### src/rtl/monopix_pkg.sv
// Shared types, field widths and the gray decoder for the MONOPIX hit decoder.
package monopix_pkg;

  localparam int LE_W   = 6;
  localparam int TS_W   = 16;
  localparam int ROW_W  = 9;
  localparam int COL_W  = 6;
  localparam int BXHI_W = TS_W - LE_W;

  // Raw word from the readout controller; LE and TE are gray-coded.
  typedef struct packed {
    logic [COL_W-1:0] col;
    logic [LE_W-1:0]  te;
    logic [LE_W-1:0]  le;
    logic [ROW_W-1:0] row;
  } t_data;

  typedef struct packed {
    logic [COL_W-1:0] col;
    logic [ROW_W-1:0] row;
    logic [TS_W-1:0]  ts;
    logic [LE_W-1:0]  tot;
  } t_hit;

  localparam int HIT_W = $bits(t_hit);

  function automatic logic [5:0] gray2bin6(input logic [5:0] g);
    logic [5:0] b;
    b[5] = g[5];
    for (int i = 4; i >= 0; i--) begin
      b[i] = b[i+1] ^ g[i];
    end
    return b;
  endfunction

endpackage

### src/rtl/monopix_hit_decoder_if.sv
// Hit input strobe and the FWFT output handshake towards the DAQ sink.
interface monopix_hit_decoder_if;

  logic                in_valid;
  monopix_pkg::t_data  in_data;
  logic                out_valid;
  logic                out_ready;
  monopix_pkg::t_hit   out_hit;

  modport master (
    output in_valid, in_data, out_ready,
    input  out_valid, out_hit
  );

  modport slave (
    input  in_valid, in_data, out_ready,
    output out_valid, out_hit
  );

endinterface

### src/rtl/hit_fifo.sv
// Synchronous first-word-fall-through FIFO with registered full/empty flags.
module hit_fifo #(
  parameter int WIDTH = 37,
  parameter int DEPTH = 16
) (
  input  logic             clk_bx,
  input  logic             reset,
  input  logic             i_wr_en,
  input  logic [WIDTH-1:0] i_wr_data,
  input  logic             i_rd_en,
  output logic [WIDTH-1:0] o_rd_data,
  output logic             o_full,
  output logic             o_empty
);

  localparam int AW = $clog2(DEPTH);

  logic [WIDTH-1:0] r_mem [DEPTH];
  logic [AW:0]      r_wr_ptr;
  logic [AW:0]      r_rd_ptr;
  logic             r_full;
  logic             r_empty;
  logic             w_wr;
  logic             w_rd;
  logic [AW:0]      w_wr_ptr_nxt;
  logic [AW:0]      w_rd_ptr_nxt;

  // Flags are the registered state, so a same-cycle pop never frees room for a push.
  assign w_wr         = i_wr_en && !r_full;
  assign w_rd         = i_rd_en && !r_empty;
  assign w_wr_ptr_nxt = r_wr_ptr + (AW+1)'(w_wr);
  assign w_rd_ptr_nxt = r_rd_ptr + (AW+1)'(w_rd);

  // NOTE: sequential state uses non-blocking assignments so every register samples pre-edge values.
  always_ff @(posedge clk_bx) begin
    if (reset) begin
      r_wr_ptr <= '0;
      r_rd_ptr <= '0;
      r_full   <= 1'b0;
      r_empty  <= 1'b1;
    end else begin
      r_wr_ptr <= w_wr_ptr_nxt;
      r_rd_ptr <= w_rd_ptr_nxt;
      r_empty  <= (w_wr_ptr_nxt == w_rd_ptr_nxt);
      r_full   <= (w_wr_ptr_nxt[AW] != w_rd_ptr_nxt[AW]) &&
                  (w_wr_ptr_nxt[AW-1:0] == w_rd_ptr_nxt[AW-1:0]);
    end
  end

  // NOTE: storage is deliberately not reset; the empty flag masks stale entries.
  always_ff @(posedge clk_bx) begin
    if (w_wr) begin
      r_mem[r_wr_ptr[AW-1:0]] <= i_wr_data;
    end
  end

  assign o_rd_data = r_empty ? '0 : r_mem[r_rd_ptr[AW-1:0]];
  assign o_full    = r_full;
  assign o_empty   = r_empty;

endmodule

### src/rtl/monopix_hit_decoder.sv
// Decodes MONOPIX hit words: gray LE/TE to binary, ToT, BX timestamp extension,
// row filtering, and buffering into an FWFT FIFO with overflow/invalid counters.
module monopix_hit_decoder
  import monopix_pkg::*;
#(
  parameter int FIFO_DEPTH = 16,
  parameter int NROWS      = 224
) (
  input  logic                 clk_bx,
  input  logic                 reset,
  monopix_hit_decoder_if.slave bus,
  output logic [TS_W-1:0]      bx_cnt,
  output logic [TS_W-1:0]      ovf_cnt,
  output logic [TS_W-1:0]      inv_cnt
);

  localparam logic [ROW_W:0] ROW_LIMIT = (ROW_W+1)'(NROWS);

  logic [TS_W-1:0]   r_bx_cnt;
  logic [TS_W-1:0]   r_ovf_cnt;
  logic [TS_W-1:0]   r_inv_cnt;
  logic              r_s1_valid;
  logic              r_s1_row_ok;
  t_hit              r_s1_hit;

  logic [LE_W-1:0]   w_le_bin;
  logic [LE_W-1:0]   w_te_bin;
  logic [LE_W-1:0]   w_tot;
  logic [BXHI_W-1:0] w_bx_hi;
  logic [TS_W-1:0]   w_ts;
  logic              w_row_ok;
  logic              w_fifo_full;
  logic              w_fifo_empty;
  logic              w_wr_en;
  logic              w_drop_ovf;
  logic              w_drop_inv;

  always_ff @(posedge clk_bx) begin
    if (reset) begin
      r_bx_cnt <= '0;
    end else begin
      r_bx_cnt <= r_bx_cnt + 16'd1;
    end
  end

  // NOTE: every always_comb output gets a default first so no path can infer a latch.
  always_comb begin
    w_le_bin = gray2bin6(bus.in_data.le);
    w_te_bin = gray2bin6(bus.in_data.te);
    w_tot    = w_te_bin - w_le_bin;
    w_bx_hi  = r_bx_cnt[TS_W-1:LE_W];
    // An LE ahead of the current BX low bits was latched in the previous 64-BX window.
    if (w_le_bin > r_bx_cnt[LE_W-1:0]) begin
      w_bx_hi = w_bx_hi - 10'd1;
    end
    w_ts     = {w_bx_hi, w_le_bin};
    w_row_ok = {1'b0, bus.in_data.row} < ROW_LIMIT;
  end

  always_ff @(posedge clk_bx) begin
    if (reset) begin
      r_s1_valid  <= 1'b0;
      r_s1_row_ok <= 1'b0;
      r_s1_hit    <= '0;
    end else begin
      r_s1_valid  <= bus.in_valid;
      r_s1_row_ok <= w_row_ok;
      r_s1_hit    <= '{col: bus.in_data.col, row: bus.in_data.row, ts: w_ts, tot: w_tot};
    end
  end

  assign w_wr_en    = r_s1_valid && r_s1_row_ok && !w_fifo_full;
  assign w_drop_ovf = r_s1_valid && r_s1_row_ok && w_fifo_full;
  assign w_drop_inv = r_s1_valid && !r_s1_row_ok;

  always_ff @(posedge clk_bx) begin
    if (reset) begin
      r_ovf_cnt <= '0;
      r_inv_cnt <= '0;
    end else begin
      if (w_drop_ovf && (r_ovf_cnt != '1)) begin
        r_ovf_cnt <= r_ovf_cnt + 16'd1;
      end
      if (w_drop_inv && (r_inv_cnt != '1)) begin
        r_inv_cnt <= r_inv_cnt + 16'd1;
      end
    end
  end

  hit_fifo #(
    .WIDTH (HIT_W),
    .DEPTH (FIFO_DEPTH)
  ) u_hit_fifo (
    .clk_bx    (clk_bx),
    .reset     (reset),
    .i_wr_en   (w_wr_en),
    .i_wr_data (r_s1_hit),
    .i_rd_en   (bus.out_ready),
    .o_rd_data (bus.out_hit),
    .o_full    (w_fifo_full),
    .o_empty   (w_fifo_empty)
  );

  assign bus.out_valid = !w_fifo_empty;
  assign bx_cnt        = r_bx_cnt;
  assign ovf_cnt       = r_ovf_cnt;
  assign inv_cnt       = r_inv_cnt;

endmodule

### src/flat_wrapper.sv
// flat-port wrapper written by rule: the top's interface ports become plain ports
module monopix_hit_decoder_flat import monopix_pkg::*;
#(
  parameter int FIFO_DEPTH = 16,
  parameter int NROWS      = 224
)
  (clk_bx, reset, bx_cnt, ovf_cnt, inv_cnt, bus_in_valid, bus_in_data, bus_out_ready, bus_out_valid, bus_out_hit);
  monopix_hit_decoder_if bus_i ();
  input  logic clk_bx;
  input  logic reset;
  output logic [TS_W-1:0] bx_cnt;
  output logic [TS_W-1:0] ovf_cnt;
  output logic [TS_W-1:0] inv_cnt;
  input wire logic [$bits(bus_i.in_valid)-1:0] bus_in_valid;
  input wire logic [$bits(bus_i.in_data)-1:0] bus_in_data;
  input wire logic [$bits(bus_i.out_ready)-1:0] bus_out_ready;
  output wire logic [$bits(bus_i.out_valid)-1:0] bus_out_valid;
  output wire logic [$bits(bus_i.out_hit)-1:0] bus_out_hit;
  assign bus_i.in_valid = bus_in_valid;
  assign bus_i.in_data = bus_in_data;
  assign bus_i.out_ready = bus_out_ready;
  assign bus_out_valid = bus_i.out_valid;
  assign bus_out_hit = bus_i.out_hit;
  monopix_hit_decoder #(.FIFO_DEPTH(FIFO_DEPTH), .NROWS(NROWS)) u_core (.clk_bx(clk_bx), .reset(reset), .bus(bus_i), .bx_cnt(bx_cnt), .ovf_cnt(ovf_cnt), .inv_cnt(inv_cnt));
endmodule
### config.mk
export PLATFORM = sky130hd
export DESIGN_NAME = monopix_hit_decoder_flat
export DESIGN_NICKNAME = d
export VERILOG_FILES = /design/src/rtl/monopix_pkg.sv /design/src/rtl/monopix_hit_decoder_if.sv /design/src/rtl/hit_fifo.sv /design/src/rtl/monopix_hit_decoder.sv /design/src/flat_wrapper.sv
export SDC_FILE = /design/constraint.sdc
export NUM_CORES = 1
export LEC_CHECK = 0
export BUFFER_PORTS_ARGS = -buffer_cell sky130_fd_sc_hd__buf_2
export CAP_MARGIN = 20
export CORE_MARGIN = 2
export CORE_UTILIZATION = 55
export DETAILED_ROUTE_END_ITERATION = 10
export GPL_ROUTABILITY_DRIVEN = 0
export GPL_TIMING_DRIVEN = 0
export PLACE_DENSITY = 0.72
export RECOVER_POWER = 100
export SLEW_MARGIN = 30
export SYNTH_ARGS = -nofsm -noshare
export SYNTH_HDL_FRONTEND = slang
export SYNTH_SLANG_ARGS = --single-unit
### constraint.sdc
create_clock -name clk_bx -period 8.35 [get_ports clk_bx]
set_input_delay 0.835 -clock clk_bx [delete_from_list [all_inputs] [get_ports clk_bx]]
set_output_delay 0.835 -clock clk_bx [all_outputs]
set_load 0.005 [all_outputs]
==> results.sh <==
export IMPL_status="finished, violations left"
export IMPL_violations="capacitance limit, slew limit"
export IMPL_coreArea_um2=48600
export IMPL_postCtsHoldBufs=0
export IMPL_via_per_inst=6.22
export IMPL_layout_drive_gt1_share_pct=22.5
export IMPL_drv_slew=55
export IMPL_grt_pass1_wl_mm=93.0
export IMPL_maxCapViolations=4
export IMPL_rsz0062_at_grt="false"
export IMPL_placed_area_um2=29500
export IMPL_port_buffers=113
export IMPL_cp_start_kind="flip-flop"
export IMPL_ios=117
export IMPL_drc_errors=0
export IMPL_fin_util_pct=63.0
export IMPL_post_synth_cell_area_avg_um2=19.4
export IMPL_numCtsBuffers=67
export IMPL_vias=14300
export IMPL_synthFlopType="edfxtp_1"
export IMPL_synth_top_area_share_pct=65.9
export IMPL_drt_iter0_drc=1556
export IMPL_fp_row_count=81
export IMPL_met2_length_mm=31.1
export IMPL_finalWirelength_mm=63.9
export IMPL_yosysUniqueCellTypes=51
export IMPL_timing_hold_ws_ns=0.462
export IMPL_power_density_nw_per_um2=235
export IMPL_synth_common_cells="592 x edfxtp_1, 185 x mux4_2, 99 x dfxtp_1"
export IMPL_yosysMostFrequentCell="edfxtp_1"
export IMPL_setup_tns_ns=0
export IMPL_fmax_ghz=0.202
export IMPL_grt_max_degree=17
export IMPL_setup_violations_final=0
export IMPL_final_area_um2=30600
export IMPL_min_period_ns=4.95
export IMPL_cp_end_kind="flip-flop"
export IMPL_cp_data_required_time_ns=8.56
export IMPL_drt_wirelength_per_cell_um=27.7
export IMPL_design_die_area_um2=50800
export IMPL_die_y_um=225
export IMPL_hold_viol_final=0
export IMPL_ys_ff_latch=691
export IMPL_timing_final_ws_setup_ns=3.40
export IMPL_grt_pass1_vias=14400
export IMPL_synthArstFlopShare_pct=0
export IMPL_cts_tree="yes"
export IMPL_cp_data_arrival_time_ns=5.16
export IMPL_vdd_drop_max_mv=0.140
export IMPL_nNetsFinal=1677
export IMPL_wl_met3_mm=5.41
export IMPL_path_clk_slew_ns=0.06
export IMPL_htreeDepth=3
export IMPL_post_cts_buffers=0
export IMPL_dp_slack_ns=4.25
export IMPL_syn_to_final_growth_pct=13.6
export IMPL_min_path_type="in2reg"
export IMPL_top_layer="met5"
export IMPL_crit_path_max_fanout=13
export IMPL_drt_pass1_iterations=7
export IMPL_ys_top_cells_by_area="edfxtp_1 66%, mux4_2 15%, dfxtp_1 7.3%, nor2_1 1.2%, xnor2_1 1.0%"
export IMPL_initial_utilization_pct=55.4
export IMPL_ys_seq_area_share_pct=73.3
export IMPL_path_class="reg2reg"
export IMPL_syn_area_um2=27000
export IMPL_fin_skew_ns=0.0272
export IMPL_cts_resized=0
export IMPL_clk_path_buf_depth=3
export IMPL_root_buffer="clkbuf_16"
export IMPL_p_leak_nw=9.87
export IMPL_wl_met1_mm=25.3
export IMPL_fin_crit_sh_pct=59.3
export IMPL_grt_total_usage_pct=25.7
export IMPL_slew_headroom_pct=-15.2
export IMPL_ant_nets=0
export IMPL_die_w_um=225
export IMPL_synth_warning_count=0
export IMPL_synth_edf_count=592
export IMPL_tightest_slew_ns=1.72
export IMPL_dp_hpwl_mm=40.9
export IMPL_syn_nets=1434
export IMPL_yosysTopAreaCell="edfxtp_1"
export IMPL_grt_overflow=0
export IMPL_clk_latency_ns=0.60
export IMPL_grt_antenna_before_repair=3
export IMPL_cts_sinks=691
export IMPL_netlist_instances=1388
path summary, 6_finish.rpt:
check                                      from                        endpoint  slack, ns  cells after the start
hold / removal                   bus_in_data[2]             u_core.r_s1_hit[24]       0.46                      2
hold reg to reg   u_core.u_hit_fifo.r_rd_ptr[4]   u_core.u_hit_fifo.r_rd_ptr[4]       0.52                      2
setup / recovery              u_core.r_s1_valid  u_core.u_hit_fifo.r_mem[3][17]       3.40                      7
setup reg to reg              u_core.r_s1_valid  u_core.u_hit_fifo.r_mem[3][17]       3.40                      7
critical path, stage by stage (launching register included):
cell	delay [ns]
dfxtp_1	0.37
nand2_1	0.06
or2_2	0.30
or3_1	0.40
nor2_1	1.07
clkbuf_1	1.06
clkbuf_1	0.68
clkbuf_1	0.63
metal layers:
metal	GRT usage, %	up-vias
li1	-	6026
met1	34.6	7435
met2	41.7	742
met3	5.35	121
met4	9.78	4
met5	0	-
kinds of logic (layout without fill, tap and decap cells):
logic type               Yosys count  in the layout  share of synthesized area [%]
AO/OA/AOI/OAI                     54             54                           1.15
XOR/XNOR                          66             66                           2.35
adder cells (fa/ha/maj)           16             16                          0.738
buffers and inverters             87            381                           1.28
flip-flops                       691            691                           73.3
multiplexers                     195            195                           15.9
other                              0              1                              0
AND/OR/NAND/NOR                  279            279                           5.37
layout by cell type (no fill, tap or decap), types with 6 or more instances in the layout:
master / Yosys / layout
clkbuf_16: 0 / 71
nand4_1: 10 / 10
o21ai_0: 17 / 19
nor2b_1: 33 / 33
clkinv_2: 0 / 9
a21oi_1: 20 / 20
nor3_1: 19 / 19
edfxtp_1: 592 / 592
nand2b_1: 6 / 6
or3_1: 13 / 13
xnor2_1: 31 / 31
and2_1: 40 / 20
nand2_1: 23 / 23
nor2_1: 87 / 87
clkbuf_8: 0 / 6
and2_0: 0 / 20
buf_2: 2 / 87
ha_1: 15 / 15
inv_1: 18 / 18
clkbuf_1: 40 / 170
xor2_1: 31 / 31
nand3_1: 24 / 24
mux4_2: 185 / 185
dfxtp_1: 99 / 99
stage by stage:
step	total power (W)	instances
after CTS	0.00724	2304
after global routing	0.00740	2304
after floorplan	0.00418	1388
final	0.00720	2305
after detailed placement	0.00432	2184
after global placement	0.00430	2123
report_power, final:
part / total [W] / switching (W) / leakage (nW) / internal [W]
logic: 0.000316 / 0.000168 / 2.63 / 0.000148
clock network: 0.00295 / 0.00124 / 1.04 / 0.00171
registers: 0.00393 / 0.0000930 / 6.21 / 0.00384
total: 0.00720 / 0.00150 / 9.87 / 0.00569
registers in the layout, summed over array words and instances (netlist names):
| register | flops |
|---|---|
| u_core.r_s1_valid | 1 |
| u_core.inv_cnt | 16 |
| u_core.u_hit_fifo.o_full | 1 |
| u_core.u_hit_fifo.r_wr_ptr | 5 |
| u_core.u_hit_fifo.r_rd_ptr | 5 |
| u_core.bx_cnt | 16 |
| u_core.u_hit_fifo.o_empty | 1 |
| u_core.r_s1_hit | 37 |
| u_core.r_s1_row_ok | 1 |
| u_core.ovf_cnt | 16 |
| u_core.u_hit_fifo.r_mem | 592 |
final cells by class:
| cell class | count | area, um2 |
|---|---|---|
| inverter | 18 | 67.6 |
| tap | 622 | 778 |
| sequential | 691 | 19800 |
| clock inverter | 23 | 206 |
| antenna | 1 | 2.50 |
| buffer | 69 | 290 |
| multi-input combinational | 610 | 6870 |
| fill | 3297 | 18000 |
| clock buffer | 97 | 1930 |
| timing repair buffer | 174 | 743 |
No activity file was read; power rests on OpenSTA's default activity.
